**config.mk**
```make
export PLATFORM = sky130hd
export DESIGN_NAME = hazard_scoreboard
export DESIGN_NICKNAME = d
export VERILOG_FILES = /design/src/rtl/hazard_pkg.sv /design/src/rtl/mips_reg_decode.sv /design/src/rtl/hazard_scoreboard.sv
export SDC_FILE = /design/constraint.sdc
export NUM_CORES = 1
export LEC_CHECK = 0
export ABC_AREA = 1
export BUFFER_PORTS_ARGS = -buffer_cell sky130_fd_sc_hd__buf_2
export CAP_MARGIN = 10
export CELL_PAD_IN_SITES_DETAIL_PLACEMENT = 0
export CELL_PAD_IN_SITES_GLOBAL_PLACEMENT = 1
export CORE_MARGIN = 10
export CORE_UTILIZATION = 35
export CTS_BUF_LIST = sky130_fd_sc_hd__clkbuf_16
export DETAILED_ROUTE_END_ITERATION = 7
export GPL_TIMING_DRIVEN = 1
export PLACE_DENSITY = 0.75
export SETUP_SLACK_MARGIN = 0.02
export SKIP_LAST_GASP = 1
export SLEW_MARGIN = 20
export SYNTH_ARGS = -nofsm -noshare
export SYNTH_HDL_FRONTEND = slang
export SYNTH_HIERARCHICAL = 1
export SYNTH_SLANG_ARGS = --single-unit
```
**constraint.sdc**
```tcl
create_clock -name clk -period 3.65 [get_ports clk]
set_clock_uncertainty 0.05 [all_clocks]
set_input_delay 0.365 -clock clk [delete_from_list [all_inputs] [get_ports clk]]
set_output_delay 0.365 -clock clk [all_outputs]
set_load 0.02 [all_outputs]
```
**src/rtl/hazard_pkg.sv**
```systemverilog
// Shared definitions for the RAW-hazard scoreboard and its instruction decoder.
package hazard_pkg;

    localparam logic [5:0] OP_RTYPE    = 6'b000000;
    localparam logic [5:0] OP_LW       = 6'b100011;
    localparam logic [5:0] OP_SW       = 6'b101011;
    localparam logic [5:0] OP_BEQ      = 6'b000100;
    localparam logic [2:0] OP_IALU_PFX = 3'b001;

    // MIPS register specifiers are 5 bits wide.
    localparam int unsigned SB_REG_AW = 5;

    // Forwarding select value meaning "read the register file".
    localparam int unsigned FWD_RF = 0;

    typedef struct packed {
        logic                 valid;
        logic [SB_REG_AW-1:0] dest;
        logic                 is_load;
    } sb_entry_t;

endpackage

```
**src/rtl/mips_reg_decode.sv**
```systemverilog
// Combinational register-usage decoder: which sources an instruction reads,
// which register it writes, and whether it is a load. Register $0 is never
// reported as a source or destination.
module mips_reg_decode
    import hazard_pkg::*;
#(
    parameter int unsigned REG_AW = 5
) (
    input  logic [31:0]       instr_i,
    output logic              rs_used_o,
    output logic [REG_AW-1:0] rs_o,
    output logic              rt_used_o,
    output logic [REG_AW-1:0] rt_o,
    output logic              dest_valid_o,
    output logic [REG_AW-1:0] dest_o,
    output logic              is_load_o
);

    logic [5:0]        op;
    logic [REG_AW-1:0] rd;
    logic              rs_src;
    logic              rt_src;
    logic              has_dest;
    logic              dest_is_rd;
    logic              load;
    logic              unused_low;

    assign op         = instr_i[31:26];
    assign rs_o       = REG_AW'(instr_i[25:21]);
    assign rt_o       = REG_AW'(instr_i[20:16]);
    assign rd         = REG_AW'(instr_i[15:11]);
    assign unused_low = ^instr_i[10:0];

    // Classify the opcode into source/destination usage.
    always_comb begin
        rs_src     = 1'b0;
        rt_src     = 1'b0;
        has_dest   = 1'b0;
        dest_is_rd = 1'b0;
        load       = 1'b0;
        case (op)
            OP_RTYPE: begin
                rs_src     = 1'b1;
                rt_src     = 1'b1;
                has_dest   = 1'b1;
                dest_is_rd = 1'b1;
            end
            OP_LW: begin
                rs_src   = 1'b1;
                has_dest = 1'b1;
                load     = 1'b1;
            end
            OP_SW, OP_BEQ: begin
                rs_src = 1'b1;
                rt_src = 1'b1;
            end
            default: begin
                if (op[5:3] == OP_IALU_PFX) begin
                    rs_src   = 1'b1;
                    has_dest = 1'b1;
                end
            end
        endcase
    end

    assign dest_o       = dest_is_rd ? rd : rt_o;
    assign rs_used_o    = rs_src && (rs_o != '0);
    assign rt_used_o    = rt_src && (rt_o != '0);
    assign dest_valid_o = has_dest && (dest_o != '0);
    assign is_load_o    = load;

endmodule

```
**src/rtl/hazard_scoreboard.sv**
```systemverilog
// RAW-hazard and forwarding unit: tracks destination tags of the DEPTH
// instructions downstream of Decode and, for the Decode instruction, picks the
// nearest producer per source and requests a stall on an unready load.
module hazard_scoreboard
    import hazard_pkg::*;
#(
    parameter int unsigned REG_AW     = 5,
    parameter int unsigned DEPTH      = 3,
    parameter int unsigned LOAD_READY = 2,
    parameter int unsigned SEL_W      = $clog2(DEPTH + 1),
    parameter int unsigned CNT_W      = 16
) (
    input  logic             clk,
    input  logic             rst_n,
    input  logic [31:0]      instr_d,
    input  logic             valid_d,
    input  logic             advance,
    input  logic             flush_d,
    output logic [SEL_W-1:0] fwd_sel_rs,
    output logic [SEL_W-1:0] fwd_sel_rt,
    output logic             stall_d,
    output logic [CNT_W-1:0] stall_cnt
);

    logic              rs_used, rt_used, dest_valid, is_load;
    logic [REG_AW-1:0] rs, rt, dest;

    sb_entry_t         entries_q [1:DEPTH];
    sb_entry_t         entries_d [1:DEPTH];
    logic [CNT_W-1:0]  stall_cnt_q, stall_cnt_d;

    logic [DEPTH:1]    rs_hit, rt_hit, ld_early;
    logic [SEL_W-1:0]  rs_sel, rt_sel;
    logic              rs_ld, rt_ld;
    logic              stall_c;

    mips_reg_decode #(
        .REG_AW (REG_AW)
    ) u_decode (
        .instr_i      (instr_d),
        .rs_used_o    (rs_used),
        .rs_o         (rs),
        .rt_used_o    (rt_used),
        .rt_o         (rt),
        .dest_valid_o (dest_valid),
        .dest_o       (dest),
        .is_load_o    (is_load)
    );

    // Per-stage tag compare; ld_early marks loads whose data is not yet forwardable.
    for (genvar k = 1; k <= DEPTH; k++) begin : g_match
        assign rs_hit[k]   = entries_q[k].valid && (entries_q[k].dest == rs);
        assign rt_hit[k]   = entries_q[k].valid && (entries_q[k].dest == rt);
        assign ld_early[k] = entries_q[k].is_load && (k < int'(LOAD_READY));
    end

    // Nearest-producer priority: scan oldest to youngest so the smallest distance wins.
    always_comb begin
        rs_sel = SEL_W'(FWD_RF);
        rt_sel = SEL_W'(FWD_RF);
        rs_ld  = 1'b0;
        rt_ld  = 1'b0;
        for (int unsigned i = 0; i < DEPTH; i++) begin
            if (rs_hit[DEPTH - i]) begin
                rs_sel = SEL_W'(DEPTH - i);
                rs_ld  = ld_early[DEPTH - i];
            end
            if (rt_hit[DEPTH - i]) begin
                rt_sel = SEL_W'(DEPTH - i);
                rt_ld  = ld_early[DEPTH - i];
            end
        end
    end

    assign stall_c    = valid_d && !flush_d && ((rs_used && rs_ld) || (rt_used && rt_ld));
    assign stall_d    = stall_c;
    assign fwd_sel_rs = (valid_d && !stall_c && rs_used) ? rs_sel : SEL_W'(FWD_RF);
    assign fwd_sel_rt = (valid_d && !stall_c && rt_used) ? rt_sel : SEL_W'(FWD_RF);
    assign stall_cnt  = stall_cnt_q;

    // Next state: shift the tag pipeline and count stalled cycles when advancing.
    always_comb begin
        entries_d   = entries_q;
        stall_cnt_d = stall_cnt_q;
        if (advance) begin
            for (int unsigned k = DEPTH; k >= 2; k--) begin
                entries_d[k] = entries_q[k-1];
            end
            entries_d[1].valid   = valid_d && !flush_d && !stall_c && dest_valid;
            entries_d[1].dest    = SB_REG_AW'(dest);
            entries_d[1].is_load = is_load;
            if (stall_c && (stall_cnt_q != '1)) begin
                stall_cnt_d = stall_cnt_q + CNT_W'(1);
            end
        end
    end

    // State registers with asynchronous clear.
    always_ff @(posedge clk or negedge rst_n) begin
        if (!rst_n) begin
            for (int unsigned k = 1; k <= DEPTH; k++) begin
                entries_q[k] <= '0;
            end
            stall_cnt_q <= '0;
        end else begin
            entries_q   <= entries_d;
            stall_cnt_q <= stall_cnt_d;
        end
    end

endmodule

```
==> summary.md <==
| Metric | Value |
|---|---|
| Fin crit share | `0.6513` |
| Share of cells above drive strength 1 | `0.2086` |
| Grt ovf | `0` |
| Post-DP HPWL | `5.429 mm` |
| First-iteration detailed-routing DRC count | `141` |
| Final antenna-violating net count | `0` |
| Synth Net Count | `416` |
| VDD IR-drop max | `0.0001483 V` |
| Cts bufs inserted | `5` |
| Reg area | `875.8 um2` |
| Max-slew violation count | `0` |
| CP cell instances | `buf_2, nor2_4, nand3_4, nand2_1, a21oi_1, a21oi_1, nand3_2, nand2_2, nand3_4, nand3_1, nor2_1, buf_2` |
| Total track usage | `0.1276` |
| Clock Latency Late Sink | `0.28 ns` |
| Vias per cell | `4.756` |
| Worst Path Class, Setup | `in2out` |
| N_diodes | `0` |
| Initial antenna violation count | `0` |
| Slew headroom | `0.4387` |
| Final hold slack | `0.1401 ns` |
| Slowest-stage cell, CP | `a21oi_1` |
| Post-Synthesis Cell Area | `2626 um2` |
| Crit-path max cell delay | `0.26 ns` |
| LEAKAGE | `1.594 nW` |
| Ys Warns | `6` |
| RD Place Congestion | `0.8348` |
| Slew @ Worst Pin | `0.8420 ns` |
| Post-layout min period | `2.377 ns` |
| Initial DRT Pass Iterations | `4` |
| Worst Setup End Kind | `output port` |
| Startpoint Class | `primary input` |
| Yosys top cell by area | `dfrtp_1` |
| Clock Path Buffers | `2` |
| Fin cells | `516` |
| Mean Syn Cell Area | `6.948 um2` |
| CTS hold repair buffers | `0` |
| Post-Route WL | `7.058 mm` |
| HP Class | `in2async` |
| Vias in the first global route | `2376` |
| Status | `complete, no violations` |
| Die Ht | `106.6 um` |
| Top Ports | `58` |
| Setup TNS | `0 ns` |
| Area occupied by multi-input gates | `1421 um2` |
| Drc violations | `0` |
| First-pass GRT wire length | `11.83 mm` |
| CTS resizes | `0` |
| Largest net degree at the start of global routing | `40` |
| Area Growth Syn to Fin | `15.15%` |
| Core Footprint | `7292 um2` |
| RSZ-0062 raised after global routing | `false` |
| Cell area power density | `323.5 nW/um2` |
| Netlist cell types | `33` |
| Most common cell after layout, fill and taps aside | `nand2_1` |
| Die Area | `11370 um2` |
| Initial core utilization | `0.3602` |
| Final setup vio count | `0` |
| Vias | `2454` |
| WL/cell | `13.68 um` |
| Synthesis-stage register bit count | `35` |
| CTS sink cnt | `35` |
| Final Hold Fails | `0` |
| Clock slew at reported path FFs | `0.05 ns` |
| CTS H-Tree Depth | `2` |
| Die Wd | `106.6 um` |
| Port Buffers | `46` |
| MaxCap Viol Count | `0` |
| Ys flop type | `dfrtp_1` |
| Post-Syn Instances | `378` |
| Ranking of synthesized cells by area | `dfrtp_1 (33%), nand2_1 (16%), inv_1 (7.7%), nand3_1 (4.6%), o21ai_0 (4.4%)` |
| Placed cells | `508` |
| Clk root buf | `clkbuf_16` |
| Rows | `31` |
| Worst-path fanout max | `9` |
| Fmax | `420.7 MHz` |
| Postcts setup bufs | `0` |
| CP required | `3.23 ns` |
| Leading cell types in the layout, fill and taps excluded | `nand2_1 (114), inv_1 (54), buf_2 (46), dfrtp_1 (35), nand3_1 (24)` |
| Fillers | `825` |
| Nets | `454` |
| Register area share after synthesis | `0.3335` |
| Worst Path Arrival | `1.96 ns` |
| CTS tree | `built` |
| Post-synth EDFFs | `0` |
| Share of the synthesized area in the top cell type | `0.3335` |
| Post-synth ARST share | `1.000` |
[registers in the layout, summed over array words and instances, names as in the netlist]
register / flops
entries_q: 19
stall_cnt: 16
[logic make-up (layout without fill, tap and decap cells)]
| group | count (synthesis) | in the layout | synth area share |
|---|---|---|---|
| fa+ha+maj | 1 | 1 | 0.004763 |
| buf+inv | 77 | 116 | 0.1253 |
| simple gates | 206 | 206 | 0.3983 |
| flops | 35 | 35 | 0.3335 |
| compound gates | 46 | 46 | 0.09481 |
| xor+xnor | 13 | 13 | 0.04335 |
[where the power goes]
| group | internal (mW) | switching (mW) | leakage (nW) |
|---|---|---|---|
| sequential | 0.408 | 0.0185 | 0.465 |
| combinational | 0.0447 | 0.0916 | 1.06 |
| clock | 0.248 | 0.167 | 0.0649 |
[layout make-up]
class | count | area share
repair buffers | 46 | 0.07613
multi-input cells | 266 | 0.4700
clock inverters | 3 | 0.004965
flip-flops and latches | 35 | 0.2896
clock buffers | 5 | 0.04137
inverters | 62 | 0.07695
well taps | 99 | 0.04096
[metrics by stage]
stage	setup slack [ns]	util	cell area (um2)	power, mW
finish	1.273	0.4147	3024	0.9783
floorplan	1.677	-	2626	0.5254
detailed placement	1.256	0.3955	2884	0.5713
global placement	1.287	0.3955	2884	0.5700
global route	1.011	0.4147	3024	1.032
CTS	1.244	0.4147	3024	0.9933
[cells in the mapped netlist, types with 2 or more instances]
library cell / count
buf_2: 2
dfrtp_1: 35
nor2_2: 5
nand3_2: 6
nand4_1: 17
buf_4: 10
inv_2: 7
o22ai_1: 7
clkbuf_1: 3
nand2_2: 4
inv_1: 54
nand3_4: 2
nor2_1: 14
a21oi_1: 12
nand2_1: 114
nor3_1: 6
o21ai_0: 23
nor2_4: 4
xor2_1: 12
o21ai_2: 2
nor4_1: 4
nand3_1: 24
[critical path, delay by kind of cell]
family / cells / cell delay (ns)
and+or+nand+nor: 8 / 0.99
AOI/OAI and AO/OA: 2 / 0.32
buffers and inverters: 2 / 0.28
[per-layer routing]
metal  share of wire  vias to the layer above  routed length (um)  track usage
met5               0                        -                   0            0
met4           0.013                        0                  93      0.04449
met3           0.047                        5                 335      0.02575
met2            0.45                       56                3182       0.1967
met1            0.49                     1105                3446       0.1730
li1                -                     1288                   -            -
[final timing paths]
path                            cells past startpoint  slack [ns]       endpoint    startpoint
worst max-delay path                               12        1.27  fwd_sel_rs[1]   instr_d[31]
worst min-delay path                                1        0.14   entries_q[8]         rst_n
worst max register to register                      8        1.69   stall_cnt[1]  stall_cnt[0]
worst min register to register                      2        0.43   entries_q[1]  entries_q[8]
max in group asynchronous                           1        2.88   entries_q[3]         rst_n
min in group clk                                    5        0.35  entries_q[17]   instr_d[13]
(Power assumes the default switching activity.)
